### src/rtl/aes_pkg.sv
// Shared AES definitions: block sizes, round-unit FSM encoding and the
// GF(2^4)^2 composite-field arithmetic used by the S-box implementations.
package aes_pkg;

  localparam int unsigned AES_BLOCK_BITS  = 128;
  localparam int unsigned AES_BLOCK_BYTES = 16;

  typedef enum logic [1:0] {
    ST_IDLE = 2'd0,
    ST_BUSY = 2'd1,
    ST_DONE = 2'd2
  } aes_state_e;

  // x^2 + x + lambda is irreducible over GF(2^4) = GF(2)[x]/(x^4 + x + 1)
  localparam logic [3:0] GF4_LAMBDA = 4'hC;

  function automatic logic [3:0] gf4_mul(input logic [3:0] a, input logic [3:0] b);
    logic [6:0] c;
    c[0] = a[0] & b[0];
    c[1] = (a[0] & b[1]) ^ (a[1] & b[0]);
    c[2] = (a[0] & b[2]) ^ (a[1] & b[1]) ^ (a[2] & b[0]);
    c[3] = (a[0] & b[3]) ^ (a[1] & b[2]) ^ (a[2] & b[1]) ^ (a[3] & b[0]);
    c[4] = (a[1] & b[3]) ^ (a[2] & b[2]) ^ (a[3] & b[1]);
    c[5] = (a[2] & b[3]) ^ (a[3] & b[2]);
    c[6] = a[3] & b[3];
    return {c[3] ^ c[6], c[2] ^ c[5] ^ c[6], c[1] ^ c[4] ^ c[5], c[0] ^ c[4]};
  endfunction

  function automatic logic [3:0] gf4_sq(input logic [3:0] a);
    return gf4_mul(a, a);
  endfunction

  // a^-1 = a^14 = a^2 * a^4 * a^8; maps 0 to 0
  function automatic logic [3:0] gf4_inv(input logic [3:0] a);
    logic [3:0] a2, a4, a8;
    a2 = gf4_sq(a);
    a4 = gf4_sq(a2);
    a8 = gf4_sq(a4);
    return gf4_mul(gf4_mul(a2, a4), a8);
  endfunction

  function automatic logic [7:0] cf_mul(input logic [7:0] a, input logic [7:0] b);
    logic [3:0] hh;
    hh = gf4_mul(a[7:4], b[7:4]);
    return {hh ^ gf4_mul(a[7:4], b[3:0]) ^ gf4_mul(a[3:0], b[7:4]),
            gf4_mul(hh, GF4_LAMBDA) ^ gf4_mul(a[3:0], b[3:0])};
  endfunction

  // Composite-field root of the AES polynomial x^8+x^4+x^3+x+1
  function automatic logic [7:0] cf_root();
    logic [7:0] b, b2, b3, b4, b8, r;
    logic       found;
    r     = '0;
    found = 1'b0;
    for (int c = 16; c < 256; c++) begin
      b  = 8'(c);
      b2 = cf_mul(b, b);
      b3 = cf_mul(b2, b);
      b4 = cf_mul(b2, b2);
      b8 = cf_mul(b4, b4);
      if (!found && ((b8 ^ b4 ^ b3 ^ b ^ 8'h01) == 8'h00)) begin
        r     = b;
        found = 1'b1;
      end
    end
    return r;
  endfunction

  function automatic logic [63:0] cf_basis(input logic [7:0] root);
    logic [63:0] m;
    logic [7:0]  p;
    m = '0;
    p = 8'h01;
    for (int i = 0; i < 8; i++) begin
      m[8*i +: 8] = p;
      p = cf_mul(p, root);
    end
    return m;
  endfunction

  function automatic logic [7:0] lin_map(input logic [7:0] a, input logic [63:0] m);
    logic [7:0] r;
    r = '0;
    for (int i = 0; i < 8; i++) begin
      if (a[i]) r = r ^ m[8*i +: 8];
    end
    return r;
  endfunction

  function automatic logic [63:0] cf_basis_inv(input logic [63:0] m);
    logic [63:0] r;
    logic [7:0]  v;
    r = '0;
    for (int c = 0; c < 256; c++) begin
      v = lin_map(8'(c), m);
      for (int j = 0; j < 8; j++) begin
        if (v == 8'(1 << j)) r[8*j +: 8] = 8'(c);
      end
    end
    return r;
  endfunction

  // Basis-change matrices, one column byte per input bit, fixed at elaboration
  localparam logic [7:0]  CF_ROOT   = cf_root();
  localparam logic [63:0] TO_CF     = cf_basis(CF_ROOT);
  localparam logic [63:0] FROM_CF   = cf_basis_inv(TO_CF);

  function automatic logic [7:0] to_composite(input logic [7:0] a);
    return lin_map(a, TO_CF);
  endfunction

  function automatic logic [7:0] from_composite(input logic [7:0] a);
    return lin_map(a, FROM_CF);
  endfunction

  function automatic logic [7:0] inv_affine(input logic [7:0] s);
    return {s[1] ^ s[4] ^ s[6], s[0] ^ s[3] ^ s[5], s[7] ^ s[2] ^ s[4],
            s[6] ^ s[1] ^ s[3], s[5] ^ s[0] ^ s[2], s[4] ^ s[7] ^ s[1],
            s[3] ^ s[6] ^ s[0], s[2] ^ s[5] ^ s[7]} ^ 8'h05;
  endfunction

endpackage

### src/rtl/inv_sbox.sv
// Combinational AES inverse S-box: inverse affine, then multiplicative
// inverse computed in GF(2^4)^2.
module inv_sbox
  import aes_pkg::*;
(
  input  logic [7:0] byte_i,
  output logic [7:0] byte_o_c
);

  logic [7:0] aff_c;
  logic [7:0] cf_c;
  logic [3:0] hi_c;
  logic [3:0] lo_c;
  logic [3:0] d_c;
  logic [3:0] dinv_c;

  // (h x + l)^-1 = h d^-1 x + (h + l) d^-1, d = h^2 lambda + h l + l^2
  always_comb begin
    aff_c    = inv_affine(byte_i);
    cf_c     = to_composite(aff_c);
    hi_c     = cf_c[7:4];
    lo_c     = cf_c[3:0];
    d_c      = gf4_mul(gf4_sq(hi_c), GF4_LAMBDA) ^ gf4_mul(hi_c, lo_c) ^ gf4_sq(lo_c);
    dinv_c   = gf4_inv(d_c);
    byte_o_c = from_composite({gf4_mul(hi_c, dinv_c), gf4_mul(hi_c ^ lo_c, dinv_c)});
  end

endmodule

### src/rtl/inv_sub_bytes_seq.sv
// Sequential InvSubBytes: loads a 128-bit state, substitutes BYTES_PER_CYCLE
// bytes per cycle in place, then holds the result until it is taken.
module inv_sub_bytes_seq
  import aes_pkg::*;
#(
  parameter int unsigned BYTES_PER_CYCLE = 4
) (
  input  logic         clk,
  input  logic         reset,
  input  logic         in_valid,
  output logic         in_ready,
  input  logic [127:0] in_data,
  output logic         out_valid,
  input  logic         out_ready,
  output logic [127:0] out_data,
  output logic         busy
);

  localparam int unsigned NCHUNK     = AES_BLOCK_BYTES / BYTES_PER_CYCLE;
  localparam int unsigned CW         = (NCHUNK > 1) ? $clog2(NCHUNK) : 1;
  localparam int unsigned CHUNK_BITS = 8 * BYTES_PER_CYCLE;

  if (BYTES_PER_CYCLE != 1 && BYTES_PER_CYCLE != 2 && BYTES_PER_CYCLE != 4 &&
      BYTES_PER_CYCLE != 8 && BYTES_PER_CYCLE != 16) begin : g_bad_bpc
    $error("inv_sub_bytes_seq: BYTES_PER_CYCLE must be 1, 2, 4, 8 or 16");
  end

  aes_state_e                state_q, state_d;
  logic [CW-1:0]             cnt_q, cnt_d;
  logic [AES_BLOCK_BITS-1:0] data_q, data_d;
  logic                      in_ready_q, in_ready_d;
  logic                      out_valid_q, out_valid_d;
  logic                      busy_q, busy_d;

  logic [6:0]                base_c;
  logic [CHUNK_BITS-1:0]     chunk_c;
  logic [CHUNK_BITS-1:0]     sub_c;

  always_comb begin
    base_c  = 7'(CHUNK_BITS * 32'(cnt_q));
    chunk_c = data_q[base_c +: CHUNK_BITS];
  end

  for (genvar g = 0; g < BYTES_PER_CYCLE; g++) begin : g_sbox
    inv_sbox u_inv_sbox (
      .byte_i   (chunk_c[8*g +: 8]),
      .byte_o_c (sub_c[8*g +: 8])
    );
  end

  always_ff @(posedge clk or posedge reset) begin
    if (reset) begin
      state_q     <= ST_IDLE;
      cnt_q       <= '0;
      data_q      <= '0;
      in_ready_q  <= 1'b0;
      out_valid_q <= 1'b0;
      busy_q      <= 1'b0;
    end else begin
      state_q     <= state_d;
      cnt_q       <= cnt_d;
      data_q      <= data_d;
      in_ready_q  <= in_ready_d;
      out_valid_q <= out_valid_d;
      busy_q      <= busy_d;
    end
  end

  // Handshake flags are registered from the next state so they line up with it
  always_comb begin
    state_d = state_q;
    cnt_d   = cnt_q;
    data_d  = data_q;
    unique case (state_q)
      ST_IDLE: begin
        if (in_valid) begin
          data_d  = in_data;
          cnt_d   = '0;
          state_d = ST_BUSY;
        end
      end
      ST_BUSY: begin
        data_d[base_c +: CHUNK_BITS] = sub_c;
        if (cnt_q == CW'(NCHUNK - 1)) begin
          cnt_d   = '0;
          state_d = ST_DONE;
        end else begin
          cnt_d = cnt_q + CW'(1);
        end
      end
      ST_DONE: begin
        if (out_ready) state_d = ST_IDLE;
      end
      default: state_d = ST_IDLE;
    endcase
    in_ready_d  = (state_d == ST_IDLE);
    out_valid_d = (state_d == ST_DONE);
    busy_d      = (state_d != ST_IDLE);
  end

  assign in_ready  = in_ready_q;
  assign out_valid = out_valid_q;
  assign out_data  = data_q;
  assign busy      = busy_q;

endmodule

### config.mk
export PLATFORM = sky130hd
export DESIGN_NAME = inv_sub_bytes_seq
export DESIGN_NICKNAME = d
export VERILOG_FILES = /design/src/rtl/aes_pkg.sv /design/src/rtl/inv_sbox.sv /design/src/rtl/inv_sub_bytes_seq.sv
export SDC_FILE = /design/constraint.sdc
export NUM_CORES = 1
export LEC_CHECK = 0
export ABC_AREA = 1
export BUFFER_PORTS_ARGS = -buffer_cell sky130_fd_sc_hd__buf_2
export CORE_AREA = 2 2 204 206
export CTS_CLUSTER_SIZE = 24
export DETAILED_ROUTE_END_ITERATION = 10
export DIE_AREA = 0 0 206 208
export PLACE_DENSITY = 0.71
export SLEW_MARGIN = 25
export SYNTH_ARGS = -nofsm -noshare
export SYNTH_HDL_FRONTEND = slang
export SYNTH_SLANG_ARGS = --single-unit
### constraint.sdc
create_clock -name clk -period 9.32 [get_ports clk]
set_input_delay 1.864 -clock clk [delete_from_list [all_inputs] [get_ports clk]]
set_output_delay 1.864 -clock clk [all_outputs]
set_load 0.02 [all_outputs]
### After elaboration in Yosys (flattened, before gate mapping)

Cells that the tools add are included.

| storage, ports and cells | value |
|---|---|
| register bits after elaboration | 135 |
| output and inout port bits | 131 |
| word-level logic and storage cells | 1159 |

| operators by class | value |
|---|---|
| add/sub/neg operators | 2 |
| equality and inequality tests | 5 |
| shifts and indexed selects | 3 |
| multiplexer cells | 74 |
| bitwise gates (word level) | 1064 |
| reduce and logical (&&, ||, !) cells | 5 |

Operator list:

| operator | number |
|---|---|
| bitwise XOR 1 bit | 592 |
| AND 1 bit | 400 |
| one-hot mux 128 bit (2 select lines) | 1 |
| 2-to-1 mux 8 bit | 20 |
| bitwise mux 128 bit | 1 |
| 2-to-1 mux 128 bit | 1 |
| variable shift 32 x 9 -> 128 bit (first input constant) | 1 |
| indexed part select 128 x 8 -> 32 bit | 1 |
| indexed part select 32 x 9 -> 128 bit | 1 |
| 2-to-1 mux 7 bit | 16 |
| 2-to-1 mux 6 bit | 16 |
| inverter 4 bit | 16 |
| bitwise XOR 4 bit | 12 |
| inverter 2 bit | 12 |
| inverter 3 bit | 8 |
| inverter 6 bit | 4 |
| inverter 4 -> 5 bit | 4 |
| inverter 5 bit | 4 |
| 2-to-1 mux 2 bit | 9 |
| inverter 1 -> 2 bit | 8 |
| inverter 4 bit (first input constant) | 4 |
| negator 7 -> 9 bit | 1 |
| 2-to-1 mux 1 bit | 8 |
| == test 2 bit (second input constant) | 3 |
| other kinds (8) | 10 |

### Logic depth before layout (Yosys ltp)

| depth | value |
|---|---|
| depth in word-level cells | 69 |
| gate-level depth with buffers | 61 |
| mapped depth without buffers | 59 |

### Cells and area by module

Synthesis repeated with hierarchy kept, for this count alone.

| second synthesis, totals | value |
|---|---|
| cells, all modules | 3818 |
| area total of the unflattened synthesis | 21443.1 sq um |

Modules (own cells, without submodules):

| module | times used | cells an instance | area an instance (sq um) | seq. area each (sq um) |
|---|---|---|---|---|
| inv_sub_bytes_seq | 1 | 1324 | 8463.1 | 3378.2 |
| inv_sbox (g_sbox[2].u_inv_sbox ...) | 2 | 632 | 3378.2 | 0.0 |
| inv_sbox (g_sbox[1].u_inv_sbox) | 1 | 635 | 3121.7 | 0.0 |
| inv_sbox (g_sbox[0].u_inv_sbox) | 1 | 595 | 3101.7 | 0.0 |

### Worst setup path before layout

Ideal clock, no wire load.

| timing path | value |
|---|---|
| path type | reg2reg |
| start | reg cnt_q[0] |
| end | reg data_q[60] (netlist: out_data[60]) |
| library setup time | 77 ps |
| arrival time | 5930 ps |
| required time | 9243 ps |
| setup slack | 3313 ps |
| stages on the path, launching flop included | 52 |
| path buffers | 5 |
| cell sequence | dfrtp_1 buf_6 inv_6 buf_8 nand2_1 nand3_2 nand2_4 xnor2_2 nand2_1 nand2_4 inv_2 nand2_1 nand2_2 buf_6 ha_1 inv_1 xor2_1 xor2_1 (+16 left out) nand2_1 nand2_2 nand2_2 nand3_1 nand2_2 o21ai_1 nand2_1 nand2_1 nand2_1 nand2_1 nand2_1 nand2_1 nand2_1 nand2_1 nand2_1 nor2_2 nand3_1 a21oi_1 |

| between the ends | value |
|---|---|
| cells in the longest elaborated chain, start to end | 61 |
| elaborated cells between the ends (all ways) | 1126 |
| those cells by class | add/sub (1); shift (3); mux (66); bitwise (1056) |

RTL lines:

| element | RTL line | RTL |
|---|---|---|
| start: declaration | inv_sub_bytes_seq.sv:29 | `logic [CW-1:0] cnt_q, cnt_d;` |
| start signal: assignment | inv_sub_bytes_seq.sv:61 | `cnt_q <= cnt_d;` |
| indexed part select 128 x 8 -> 32 bit | inv_sub_bytes_seq.sv:41 | `chunk_c = data_q[base_c +: CHUNK_BITS];` |
| bitwise XOR 1 bit (2 in a row) | aes_pkg.sv:119 | `s[3] ^ s[6] ^ s[0], s[2] ^ s[5] ^ s[7]} ^ 8'h05;` |
| 2-to-1 mux 6 bit | aes_pkg.sv:85 | `if (a[i]) r = r ^ m[8*i +: 8];` |
| 2-to-1 mux 7 bit (2 in a row) | aes_pkg.sv:85 |  |
| inverter 3 bit (no source line) | - |  |
| 2-to-1 mux 6 bit | aes_pkg.sv:85 |  |
| 2-to-1 mux 8 bit | aes_pkg.sv:85 |  |
| inverter 4 bit (no source line) | - |  |
| (+43 left out) | - |  |
| inverter 2 bit (no source line) | - |  |
| 2-to-1 mux 2 bit | aes_pkg.sv:85 |  |
| 2-to-1 mux 8 bit | aes_pkg.sv:85 |  |
| inverter 5 bit (no source line) | - |  |
| 2-to-1 mux 6 bit | aes_pkg.sv:85 |  |
| indexed part select 32 x 9 -> 128 bit | inv_sub_bytes_seq.sv:83 | `data_d[base_c +: CHUNK_BITS] = sub_c;` |
| bitwise mux 128 bit * | inv_sub_bytes_seq.sv:83 |  |
| one-hot mux 128 bit (2 select lines) * | inv_sub_bytes_seq.sv:74 | `unique case (state_q)` |
| end signal: assignment | inv_sub_bytes_seq.sv:62 | `data_q <= data_d;` |
| end: declaration | inv_sub_bytes_seq.sv:30 | `logic [AES_BLOCK_BITS-1:0] data_q, data_d;` |

Mark *: on every way between the ends. The rest lies on a longest branch, timed or not.
A chain may end at the register's enable or synchronous reset.

### Final worst setup path

| timing path | value |
|---|---|
| start | reg cnt_q[1] |
| end | reg data_q[61] (netlist: out_data[61]) |

The elaborated chain is that of the path after synthesis.

==> key figures <==
Setup path
  – Crit. End Element: register
  – Largest stage delay on the critical path: 580 ps
  – Family with the most delay on the worst path: simple AND/OR/NAND/NOR gates
  – Critical Path Fanout Max: 33
  – Reg2Reg Setup Slack: 1520 ps
  – Cells on worst reg2reg path: 50
  – Slowest cell on the critical path: inv_2
  – Most frequent CP cell: nand2_1
  – Startpoint types: register
  – Critical Path RT: 9680 ps
  – R2r startpoint: cnt_q[1]
  – Arr. time, crit path: 8160 ps
  – Worst reg2reg path endpoint: out_data[61]
  – CP bufs+invs: 10
  – Critical path class: register to register

STA
  – Slew margin rel.: 34.8%
  – Min cycle time layout: 7800 ps
  – RSZ-0062 raised after global routing: false
  – Clock skew: 17.8 ps
  – Fmax: 128 MHz
  – Final setup TNS: 0 ps
  – Final Max Slew Viols: 0
  – Worst-margin pin slew: 975 ps
  – Period utilization: 83.6%
  – Final number of setup-violating endpoints: 0
  – Final-report hold violation count: 0

Final layout
  – P&R area growth vs syn: 11.7%
  – Ratio of cells with drive above 1 in the final layout: 17.5%
  – Final Util: 52.1%
  – Final nets: 3,765
  – Antenna cells: 0
  – Non-filler instance count after layout: 4,130

Clock tree
  – Setup Buffers After CTS: 0
  – CTS Buffer Depth: 2
  – Number of clock sinks: 135
  – Post-CTS Resized: 0
  – Clock-pin slew on the worst setup and hold paths: 70 ps
  – CTS tree: done
  – Worst-skew pair later-pin latency: 460 ps
  – Post-CTS Hold Buffers: 0
  – CTS buffer count: 17
  – H-tree Lvls: 4
  – Root Driver: clkbuf_16

Detailed routing
  – Wire length per cell: 15.6 um
  – Met1 wire length: 28.1 mm
  – Post-route DRC: 0
  – WL final: 64.5 mm
  – Initial DRC Count: 1,691
  – WL met3: 4.64 mm
  – Post-DR vias/cell: 5.44
  – Vias: 22.5k
  – Antenna-violating nets left: 0
  – Met2 wire len: 29.5 mm
  – Top sig layer: met4
  – DRT Pass-1 Iters: 6

Die
  – Die width: 206 um
  – Die Ht: 208 um
  – Cell Rows: 74
  – Starting density of the core: 46.7%
  – Core box area: 40,600 um2
  – I/O pins: 263
  – DIE AREA: 42,800 um2

Yosys
  – FF+latch count, synth: 135
  – Mapped Avg Cell Area: 5.59 um2
  – Yosys top cell by area: nand2_1
  – Synth top area share: 26.5%
  – Count leader, synth: nand2_1
  – Warnings from Yosys: 0
  – Register area share after synthesis: 17.8%
  – Library cells used by synthesis: 43
  – Post-synth net total: 3,565
  – Cell Area, Synth: 18,900 um2
  – Post-synth top cells: 1,337 x nand2_1, 518 x nand3_1, 257 x inv_1
  – Top post-synthesis cells by area: nand2_1 27%, dfrtp_1 18%, nand3_1 14%, a21oi_1 6.5%, inv_1 5.1%
  – Post-synth EDFFs: 0
  – Async SR Flop Fraction: 100%
  – Post-Syn Instances: 3,385
  – Ys flop type: dfrtp_1

Place
  – Hpwl dp: 49.0 mm
  – Inst Count DP: 4,097
  – RePlAce Congestion: 0.949
  – # port buffers: 262

Run
  – Max-Cap Viols: 0

Global routing
  – Vias in the first global route: 20.3k
  – Antenna violations before repair: 0
  – First-pass GRT wire length: 103 mm
  – Largest net degree at the start of global routing: 89
  – Overall routing resource usage: 29.5%
  – Grt ovf: 0

Hold path
  – Min-Delay Path Class: register to register
  – Min-Delay Endpoint: out_data[79]
  – WHS Path Cells: 2
  – Hold Path Origin: out_data[79]

Run status
  – Status: completed
==> worst max path at each step <==
stage | depth (start not counted) | start | slack (ps) | endpoint
5_1_grt | 46 | cnt_q[1] | 730 | out_data[60]
2_1_floorplan | 51 | cnt_q[0] | 3310 | out_data[60]
3_5_place_dp | 51 | cnt_q[1] | 1670 | out_data[61]
4_1_cts | 50 | cnt_q[1] | 1620 | out_data[61]
6_report | 50 | cnt_q[1] | 1520 | out_data[61]
3_3_place_gp | 51 | cnt_q[1] | 1830 | out_data[61]
==> worst register-to-register path, delay by kind of cell, from the launching register on <==
kind                     cells  cell delay [ps]
flip-flops                   1              410
AND/OR/NAND/NOR             30             2960
XOR/XNOR                     7             1900
adder cells (fa/ha/maj)      2              670
buffers and inverters       10             1540
AO/OA/AOI/OAI                1              190
==> placed cells by master (no fill, tap or decap), types with 6 or more instances in the layout <==
| master | count |
|---|---|
| nor2_1 | 215 |
| nor3_2 | 6 |
| nand2_4 | 19 |
| nand2_1 | 1336 |
| clkinv_1 | 6 |
| xnor2_1 | 37 |
| o22ai_1 | 6 |
| nand4_1 | 55 |
| nand3_2 | 35 |
| o21ai_0 | 11 |
| buf_4 | 17 |
| nand2_2 | 140 |
| buf_2 | 262 |
| clkbuf_16 | 17 |
| dfrtp_1 | 133 |
| inv_1 | 255 |
| a22oi_1 | 8 |
| a21oi_1 | 245 |
| nand3_1 | 518 |
| nor2_2 | 15 |
| xor2_1 | 48 |
| inv_2 | 74 |
| o21ai_1 | 12 |
| nand3b_1 | 20 |
| ha_1 | 48 |
==> sequential cells by signal, indices dropped and copies added, names as in the netlist <==
signal	cells
busy	1
cnt_q	2
in_ready	1
out_data	128
out_valid	1
state_q	2
==> cells by family (layout without fill, tap and decap cells) <==
logic type / count (synthesis) / in the layout / share of synthesized area, %
compound gates: 298 / 298 / 8.29
xor+xnor: 98 / 98 / 5.15
fa+ha+maj: 48 / 48 / 3.17
buf+inv: 440 / 653 / 9.89
flops: 135 / 135 / 17.8
simple gates: 2366 / 2366 / 55.7
==> area by class of cell <==
| class | instances | area [um2] |
|---|---|---|
| Tap cell | 532 | 666 |
| Inverter | 340 | 1290 |
| Multi-Input combinational cell | 2810 | 13700 |
| Sequential cell | 135 | 3380 |
| Clock inverter | 14 | 149 |
| Clock buffer | 18 | 439 |
| Timing Repair Buffer | 281 | 1480 |
| Fill cell | 4399 | 19400 |
==> through the flow <==
stage / cell area (um2) / hold WS (ps) / worst slack, ps
2_1_floorplan: 18900 / 528 / 3310
3_3_place_gp: 20500 / 530 / 1830
3_5_place_dp: 20500 / 513 / 1670
4_1_cts: 21100 / 528 / 1620
5_1_grt: 21100 / 581 / 731
6_report: 21100 / 535 / 1520
==> routing by layer <==
layer	up-vias	track usage (%)
met4	0	11.3
met1	10200	38.6
met3	149	3.92
li1	11200	-
met2	888	49.2
met5	-	0
Power is left out: the tool's default activity adds up to more than one toggle a clock period on the data nets, which glitch-free logic cannot reach.
